## src/rtl/onchip_mem_loader.sv

```systemverilog
// onchip_mem_loader: packs a byte stream into 32-bit Avalon-MM RAM writes; define LOADER_VERIFY_EN for a readback verify pass.
module onchip_mem_loader #(
   parameter int ADDR_W = 10,
   parameter int LEN_W  = 12,
   parameter int CSUM_W = 16
) (
   input  logic              clk,
   input  logic              reset,
   input  logic              start,
   input  logic [ADDR_W-1:0] base_addr,
   input  logic [LEN_W-1:0]  byte_len,
   input  logic              abort,
   input  logic              s_valid,
   input  logic [7:0]        s_data,
   output logic              s_ready,
   output logic [ADDR_W-1:0] mem_address,
   output logic [3:0]        mem_byteenable,
   output logic              mem_chipselect,
   output logic              mem_write,
   output logic [31:0]       mem_writedata,
   output logic              mem_clken,
   input  logic [31:0]       mem_readdata,
   output logic              busy,
   output logic              done,
   output logic              err,
   output logic [ADDR_W-1:0] err_addr,
   output logic [CSUM_W-1:0] checksum
);
`ifdef LOADER_VERIFY_EN
   typedef enum logic [2:0] {IDLE, FILL, WRITE, VRD, VCMP, DONE} state_t;
`else
   typedef enum logic [2:0] {IDLE, FILL, WRITE, DONE} state_t;
`endif
   state_t state, state_nx;
   logic [ADDR_W-1:0] addr;
   logic [LEN_W-1:0] rem;
   logic [1:0] lane;
   logic [3:0] be;
   logic [31:0] word;
   logic go, acc, wr, rd, last_wr;
`ifdef LOADER_VERIFY_EN
   logic [ADDR_W-1:0] base_q;
   logic [LEN_W-1:0] len_q, vrem;
   logic [CSUM_W-1:0] wsum, rsum, rsum_nx, lsum, sum_rd;
   logic [CSUM_W-1:0] sums [2**ADDR_W];
   logic [3:0] vmask;
   logic vcmp, hit;
   assign rd = state == VRD && !abort;
   assign vcmp = state == VCMP && !abort;
   // lanes enabled for the word under readback follow from the bytes still to verify
   assign vmask = vrem > LEN_W'(3) ? 4'hF : 4'hF >> (3'd4 - {1'b0, vrem[1:0]});
   assign rsum_nx = rsum + lsum;
   always_comb begin
      lsum = '0;
      for (int i = 0; i < 4; i++)
         if (vmask[i]) lsum = lsum + CSUM_W'(mem_readdata[8*i +: 8]);
   end
   always_ff @(posedge clk) begin
      if (wr) sums[addr] <= wsum;
      if (rd) sum_rd <= sums[addr];
   end
   always_ff @(posedge clk) begin
      if (reset) begin
         base_q <= '0;
         len_q <= '0;
         vrem <= '0;
         wsum <= '0;
         rsum <= '0;
         hit <= 1'b0;
         err <= 1'b0;
         err_addr <= '0;
      end else begin
         if (go) begin
            base_q <= base_addr;
            len_q <= byte_len;
            wsum <= '0;
            hit <= 1'b0;
            err <= 1'b0;
            err_addr <= '0;
         end
         if (acc) wsum <= wsum + CSUM_W'(s_data);
         if (wr) wsum <= '0;
         if (last_wr) begin
            vrem <= len_q;
            rsum <= '0;
         end
         if (vcmp) begin
            rsum <= rsum_nx;
            vrem <= vrem - LEN_W'(4);
            if (!hit && lsum != sum_rd) begin
               hit <= 1'b1;
               err_addr <= addr;
            end
            if (vrem <= LEN_W'(4)) err <= rsum_nx != checksum;
         end
      end
   end
`else
   logic unused_rd;
   assign rd = 1'b0;
   assign err = 1'b0;
   assign err_addr = '0;
   assign unused_rd = ^mem_readdata;
`endif
   assign go = state == IDLE && start && !abort;
   assign s_ready = state == FILL && !abort;
   assign acc = s_valid && s_ready;
   assign wr = state == WRITE && !abort;
   assign last_wr = wr && rem == '0;
   assign mem_write = wr;
   assign mem_chipselect = wr || rd;
   assign mem_clken = wr || rd;
   assign mem_address = addr;
   assign mem_writedata = word;
   assign mem_byteenable = wr ? be : {4{rd}};
   assign busy = state != IDLE && state != DONE;
   assign done = state == DONE && !abort;
   always_comb begin
      state_nx = state;
      if (abort) state_nx = IDLE;
      else
         case (state)
            IDLE:  state_nx = !start ? IDLE : byte_len == '0 ? DONE : FILL;
            FILL:  state_nx = acc && (lane == 2'd3 || rem == LEN_W'(1)) ? WRITE : FILL;
`ifdef LOADER_VERIFY_EN
            WRITE: state_nx = last_wr ? VRD : FILL;
            VRD:   state_nx = VCMP;
            VCMP:  state_nx = vrem > LEN_W'(4) ? VRD : DONE;
`else
            WRITE: state_nx = last_wr ? DONE : FILL;
`endif
            default: state_nx = IDLE;
         endcase
   end
   always_ff @(posedge clk) begin
      if (reset) begin
         state <= IDLE;
         addr <= '0;
         rem <= '0;
         lane <= '0;
         be <= '0;
         word <= '0;
         checksum <= '0;
      end else begin
         state <= state_nx;
         if (go) begin
            addr <= base_addr;
            rem <= byte_len;
            lane <= '0;
            be <= '0;
            word <= '0;
            checksum <= '0;
         end
         if (acc) begin
            word[8*lane +: 8] <= s_data;
            be[lane] <= 1'b1;
            lane <= lane + 2'd1;
            rem <= rem - 1'b1;
            checksum <= checksum + CSUM_W'(s_data);
         end
         if (wr) begin
            addr <= addr + 1'b1;
            lane <= '0;
            be <= '0;
            word <= '0;
         end
`ifdef LOADER_VERIFY_EN
         if (last_wr) addr <= base_q;
         if (vcmp) addr <= addr + 1'b1;
`endif
      end
   end
endmodule

```

## config.mk

```make
export PLATFORM = sky130hd
export DESIGN_NAME = onchip_mem_loader
export DESIGN_NICKNAME = d
export VERILOG_FILES = /design/src/rtl/onchip_mem_loader.sv
export SDC_FILE = /design/constraint.sdc
export NUM_CORES = 1
export LEC_CHECK = 0
export BUFFER_PORTS_ARGS = -buffer_cell sky130_fd_sc_hd__buf_2
export CAP_MARGIN = 5
export CORE_AREA = 2 2 104 106
export DETAILED_ROUTE_END_ITERATION = 12
export DIE_AREA = 0 0 106 108
export GPL_ROUTABILITY_DRIVEN = 0
export HOLD_SLACK_MARGIN = 0.06
export PLACE_DENSITY = 0.66
export SETUP_SLACK_MARGIN = 0.02
export SLEW_MARGIN = 20
export SYNTH_ARGS = -nofsm -noshare
export SYNTH_HDL_FRONTEND = slang
export SYNTH_SLANG_ARGS = --single-unit
export TNS_END_PERCENT = 20
```

## constraint.sdc

```tcl
create_clock -name clk -period 2.2 [get_ports clk]
set_input_delay 0.44 -clock clk [delete_from_list [all_inputs] [get_ports clk]]
set_output_delay 0.44 -clock clk [all_outputs]
set_load 0.01 [all_outputs]
```

==> flow_summary.json, run 1 <==
{
  "peakVddDrop_uv": 451,
  "area_growth_pct": 21.9,
  "synth_top_area_cell": "dfxtp_1",
  "synthXorXnorAreaFrac_pct": 1.72,
  "clk_path_buf_depth": 2,
  "dp.cells": 712,
  "synthMuxAreaShare_pct": 0.798,
  "cts_setup_buffers": 0,
  "vias_per_cell": 5.55,
  "cp_data_required_time_ps": 1760,
  "wl_per_cell_um": 15.7,
  "multi_input_area_um2": 2310,
  "setup_viol": 0,
  "hpwl_mm": 8.42,
  "ant_nets": 0,
  "max-slew-margin-rel_pct": 65.9,
  "tns_ps": 0,
  "h-tree-depth": 3,
  "ys_types": 63,
  "start_util_pct": 39.8,
  "hp-class": "primary input to register",
  "grt_use_total_pct": 20.3,
  "diodes": 0,
  "synth_area_leaders": "dfxtp_1, ha_1, a21oi_1",
  "synth_compound_area_share_pct": 21.0,
  "cp-start-kind": "register",
  "status": "finished, final reports clean",
  "synth.cell_area_um2": 4080,
  "cts_tree": "yes",
  "use_met3_pct": 5.36,
  "dr.pass1.iters": 5,
  "cts_resized": 0,
  "clock_latency_ps": 360,
  "preCtsSetupSlack_ps": 30.9,
  "p_total_mw": 2.98,
  "die-height_um": 108,
  "fin_ws_ps": 138,
  "synth_top_family_by_area": "simple AND/OR/NAND/NOR gates",
  "grt_setup_unrepaired": "yes",
  "seqCellArea_um2": 1560,
  "layout-drive-gt1-share_pct": 26.5,
  "coreArea_um2": 10200,
  "fill_cells": 988,
  "timing_worst_setup_path_type": "register to output pin",
  "use_met2_pct": 33.1,
  "synth_edf_count": 0,
  "fin_crit_ps": 2060,
  "grt_pass1_vias": 3781,
  "synth_flop_cell": "dfxtp_1",
  "antenna_found_initial": 0,
  "nets": 679,
  "crit_path_cell_trace": "inv_1, ha_1, nand2b_1, inv_2, buf_4, buf_2",
  "crit_fanout": 10,
  "cpMaxStageDelayCell": "dfxtp_1",
  "cpPeakStageDelay_ps": 400,
  "rows": 37,
  "finalCritPeriodShare_pct": 93.7,
  "drt_iter0_drc": 243,
  "synthSimpleGateAreaFrac_pct": 24.0,
  "io_pins": 146,
  "cts_made_buffers": 9,
  "synth_common_cells": "dfxtp_1, nor2_1, a21oi_1, nand3_1, nand2_1",
  "arrival_ps": 1620,
  "port_buffers": 102,
  "power.density_nw_per_um2": 600,
  "hold_violations": 0,
  "gr-total-overflow": 0,
  "synth.most_common_cell": "dfxtp_1",
  "postCtsHoldBufs": 0,
  "cap_violations": 0,
  "drcViolationCount": 0,
  "synthCells": 476,
  "grt_use_met1_pct": 26.3,
  "busiest_layer": "met2",
  "clock-root-buffer": "clkbuf_8",
  "fin_cells": 728,
  "p_leak_nw": 2.17,
  "grt_pass1_wl_mm": 18.5,
  "ys_seq_area_share_pct": 38.3,
  "synth_seq_cells": 78,
  "clock_skew_ps": 11.9,
  "fmax_mhz": 485,
  "die_x_um": 106,
  "synth-async-reset-ratio_pct": 0,
  "synth_top_area_share_pct": 38.3,
  "dieArea_um2": 11400,
  "drv_slew": 0,
  "wl_mm": 11.4,
  "routed-via-count": 4039,
  "grt_max_degree": 39,
  "cts_sinks": 78,
  "avgSynthCellArea_um2": 8.56,
  "path_clk_slew_ps": 100,
  "tightest_slew_ps": 511,
  "ys_warn_count": 0,
  "crit_path_end_kind": "output pin",
  "synth_fa_ha_area_share_pct": 7.86
}
worst paths after layout:
path	start	slack [ps]	cells after the start	end
setup / recovery	state[0]$_SDFF_PP0_	140	6	mem_chipselect
setup reg to reg	state[0]$_SDFF_PP0_	220	6	checksum[15]$_SDFFE_PP0P_
hold / removal	base_addr[4]	310	3	mem_address[4]$_SDFFE_PP0P_
hold reg to reg	be[3]$_SDFF_PP0_	460	2	be[3]$_SDFF_PP0_
metal layers:
metal / vias to the layer above / part of all wire, %
li1: 1953 / -
met3: 10 / 7.8
met5: - / 0
met4: 0 / 1.1
met2: 152 / 47
met1: 1924 / 44
metrics by stage:
stage	hold WS, ps	instance area (um2)	util (%)
3_5_place_dp	453	4750	46.4
5_1_grt	310	4970	48.6
6_report	311	4970	48.6
3_3_place_gp	444	4750	46.4
2_1_floorplan	432	4110	-
4_1_cts	297	4960	48.4
area by class of cell:
type / count / area share, %
multi-input combinational: 364 / 46.5
sequential: 78 / 31.4
timing repair buffer: 125 / 13.7
tap: 136 / 3.42
clock buffer: 9 / 2.49
clock inverter: 7 / 1.74
inverter: 9 / 0.680
flip-flops by register name, summed over array words and instances (netlist names):
name,count
mem_writedata,32
checksum,16
rem,12
mem_address,10
be,4
lane,2
state,2
where the power goes:
part | switching [mW] | internal (mW) | total, mW
clock network | 0.623 | 0.550 | 1.17
logic | 0.209 | 0.127 | 0.335
registers | 0.0338 | 1.44 | 1.47
total | 0.865 | 2.12 | 2.98
cells in the final DEF, fill, tap and decap left out, types with 8 or more instances in the layout:
cell and count:
nand3_1 43, buf_2 102, clkbuf_8 9, nand2_1 31
conb_1 11, a22oi_1 25, o21ai_0 13, buf_4 23
dfxtp_1 78, ha_1 24, a21oi_1 46, nor2_1 52
inv_1 8
worst max-delay path, delay by kind of cell (launching register included):
kind | cells | cell delay [ps]
flops | 1 | 400
buf+inv | 4 | 460
simple gates | 1 | 120
fa+ha+maj | 1 | 260
cells by family after synthesis:
kind of cell               count (synthesis)
adders and majority gates                 25
and+or+nand+nor                          186
muxes                                      3
other                                      1
AOI/OAI and AO/OA                        131
xor gates and xnor gates                   8
DFF                                       78
buffers and inverters                     44
Power figures use the tool's default switching activity.
==> run 2, diff against run 1 <==
--- a/config.mk
+++ b/config.mk
@@ -12,9 +12,9 @@
 export DIE_AREA = 0 0 106 108
 export GPL_ROUTABILITY_DRIVEN = 0
 export HOLD_SLACK_MARGIN = 0.06
-export PLACE_DENSITY = 0.66
+export PLACE_DENSITY = 0.69
 export SETUP_SLACK_MARGIN = 0.02
-export SLEW_MARGIN = 20
+export SLEW_MARGIN = 30
 export SYNTH_ARGS = -nofsm -noshare
 export SYNTH_HDL_FRONTEND = slang
 export SYNTH_SLANG_ARGS = --single-unit
==> run 2 against run 1 <==
Compared with the run above:
- count of clock-buffer cells in the layout grew 2
- combinational power about the same
- non-clock buffer count increased by 1
- clock power down 9%
- power down 3.9%
- cell count increased by 0.14%
- global-route usage fell by 0.15 points
- flip-flop and latch count stayed put
==> flow_summary.json, run 2 (synthesis results as in run 1) <==
{
  "fill_cells": 1008,
  "postCtsHoldBufs": 0,
  "crit_path_cell_trace": "ha_1, fa_1, nand3_1, a211oi_1, o21ai_0, o2111ai_1, o41ai_1",
  "ant_nets": 0,
  "area_growth_pct": 21.4,
  "layout-drive-gt1-share_pct": 26.1,
  "fin_ws_ps": 143,
  "cpMaxStageDelayCell": "a211oi_1",
  "rows": 37,
  "nets": 680,
  "cp_data_required_time_ps": 2450,
  "preCtsSetupSlack_ps": -22.0,
  "dieArea_um2": 11400,
  "grt_use_total_pct": 20.1,
  "drv_slew": 0,
  "fin_crit_ps": 2060,
  "cp-start-kind": "register",
  "drt_iter0_drc": 234,
  "cpPeakStageDelay_ps": 390,
  "grt_pass1_wl_mm": 18.3,
  "hold_violations": 0,
  "die_x_um": 106,
  "p_total_mw": 2.86,
  "largest_register_ffs": 32,
  "fin_cells": 729,
  "port_buffers": 102,
  "power.density_nw_per_um2": 579,
  "fin_hold_ws_ps": 312,
  "wl_mm": 11.3,
  "wl_per_cell_um": 15.5,
  "drcViolationCount": 0,
  "cts_made_buffers": 9,
  "finalCritPeriodShare_pct": 93.5,
  "die-height_um": 108,
  "layout_common_cells": "buf_2, dfxtp_1, nor2_1",
  "routed-via-count": 4008,
  "dp.cells": 712,
  "r2r_start": "checksum[0]$_SDFFE_PP0P_",
  "io_pins": 146,
  "cts_sinks": 78,
  "clock_latency_ps": 370,
  "cap_violations": 0,
  "h-tree-depth": 3,
  "grt_pass1_vias": 3751,
  "grt_max_degree": 39,
  "clk_path_buf_depth": 2,
  "timing_worst_setup_path_type": "register to register",
  "cts_tree": "yes",
  "clock-root-buffer": "clkbuf_8",
  "path_clk_slew_ps": 80,
  "coreArea_um2": 10200,
  "post-route-util_pct": 48.4,
  "setup_viol": 0,
  "gr-total-overflow": 0,
  "final_common_cell": "buf_2",
  "hold_start": "base_addr[4]",
  "tightest_slew_ps": 636,
  "p_leak_nw": 2.17,
  "dr.pass1.iters": 5,
  "start_util_pct": 39.8,
  "tns_ps": 0,
  "crit_path_end_kind": "register",
  "hpwl_mm": 8.33,
  "hp-class": "primary input to register",
  "grt_setup_unrepaired": "no",
  "vias_per_cell": 5.50,
  "antenna_found_initial": 0,
  "placed_cell_area_um2": 4750,
  "max-slew-margin-rel_pct": 57.6,
  "fmax_mhz": 486,
  "crit_fanout": 3,
  "diodes": 0,
  "seqCellArea_um2": 1560,
  "design_area_um2": 4950,
  "crit_path_start": "checksum[0]$_SDFFE_PP0P_",
  "peakVddDrop_uv": 447,
  "arrival_ps": 2310,
  "clock_skew_ps": 12.6,
  "multi_input_area_um2": 2300,
  "status": "finished, final reports clean"
}
-- run 2: final cells by class --
class	count	area share [%]
sequential	78	31.6
tap	136	3.44
clock inverter	5	0.809
timing repair buffer	126	14.0
inverter	9	0.683
clock buffer	11	3.06
multi-input combinational	364	46.5
-- run 2: path summary, 6_finish.rpt --
| check | endpoint | slack (ps) | cells past startpoint |
|---|---|---|---|
| hold reg to reg | be[3]$_SDFF_PP0_ | 450 | 2 |
| setup reg to reg | checksum[10]$_SDFFE_PP0P_ | 140 | 7 |
| hold / removal | mem_address[4]$_SDFFE_PP0P_ | 310 | 3 |
| setup / recovery | checksum[10]$_SDFFE_PP0P_ | 140 | 7 |
-- run 2: report_power, final --
group,internal [mW],switching [mW],total (mW)
clock network,0.482,0.576,1.06
registers,1.44,0.0343,1.47
logic,0.129,0.204,0.333
-- run 2: metal layers --
layer | up-vias | track usage, % | share of wire, %
met4 | 0 | 7.99 | 2.0
met3 | 20 | 6.27 | 8.0
li1 | 1946 | - | -
met2 | 145 | 31.0 | 45
met1 | 1897 | 26.4 | 45
met5 | - | 0 | 0
-- run 2: worst max-delay path: cells and delay by family (launching register included) --
| family | cells | cell delay [ps] |
|---|---|---|
| compound gates | 4 | 970 |
| simple gates | 1 | 140 |
| flops | 1 | 380 |
| fa+ha+maj | 2 | 450 |
-- run 2: what timing repair did --
item / CTS / global route
endpoints found under the hold margin: 0 / 0
resized for setup: 0 / 2
setup buffers: 0 / 1
endpoints found under the setup margin: 0 / 22
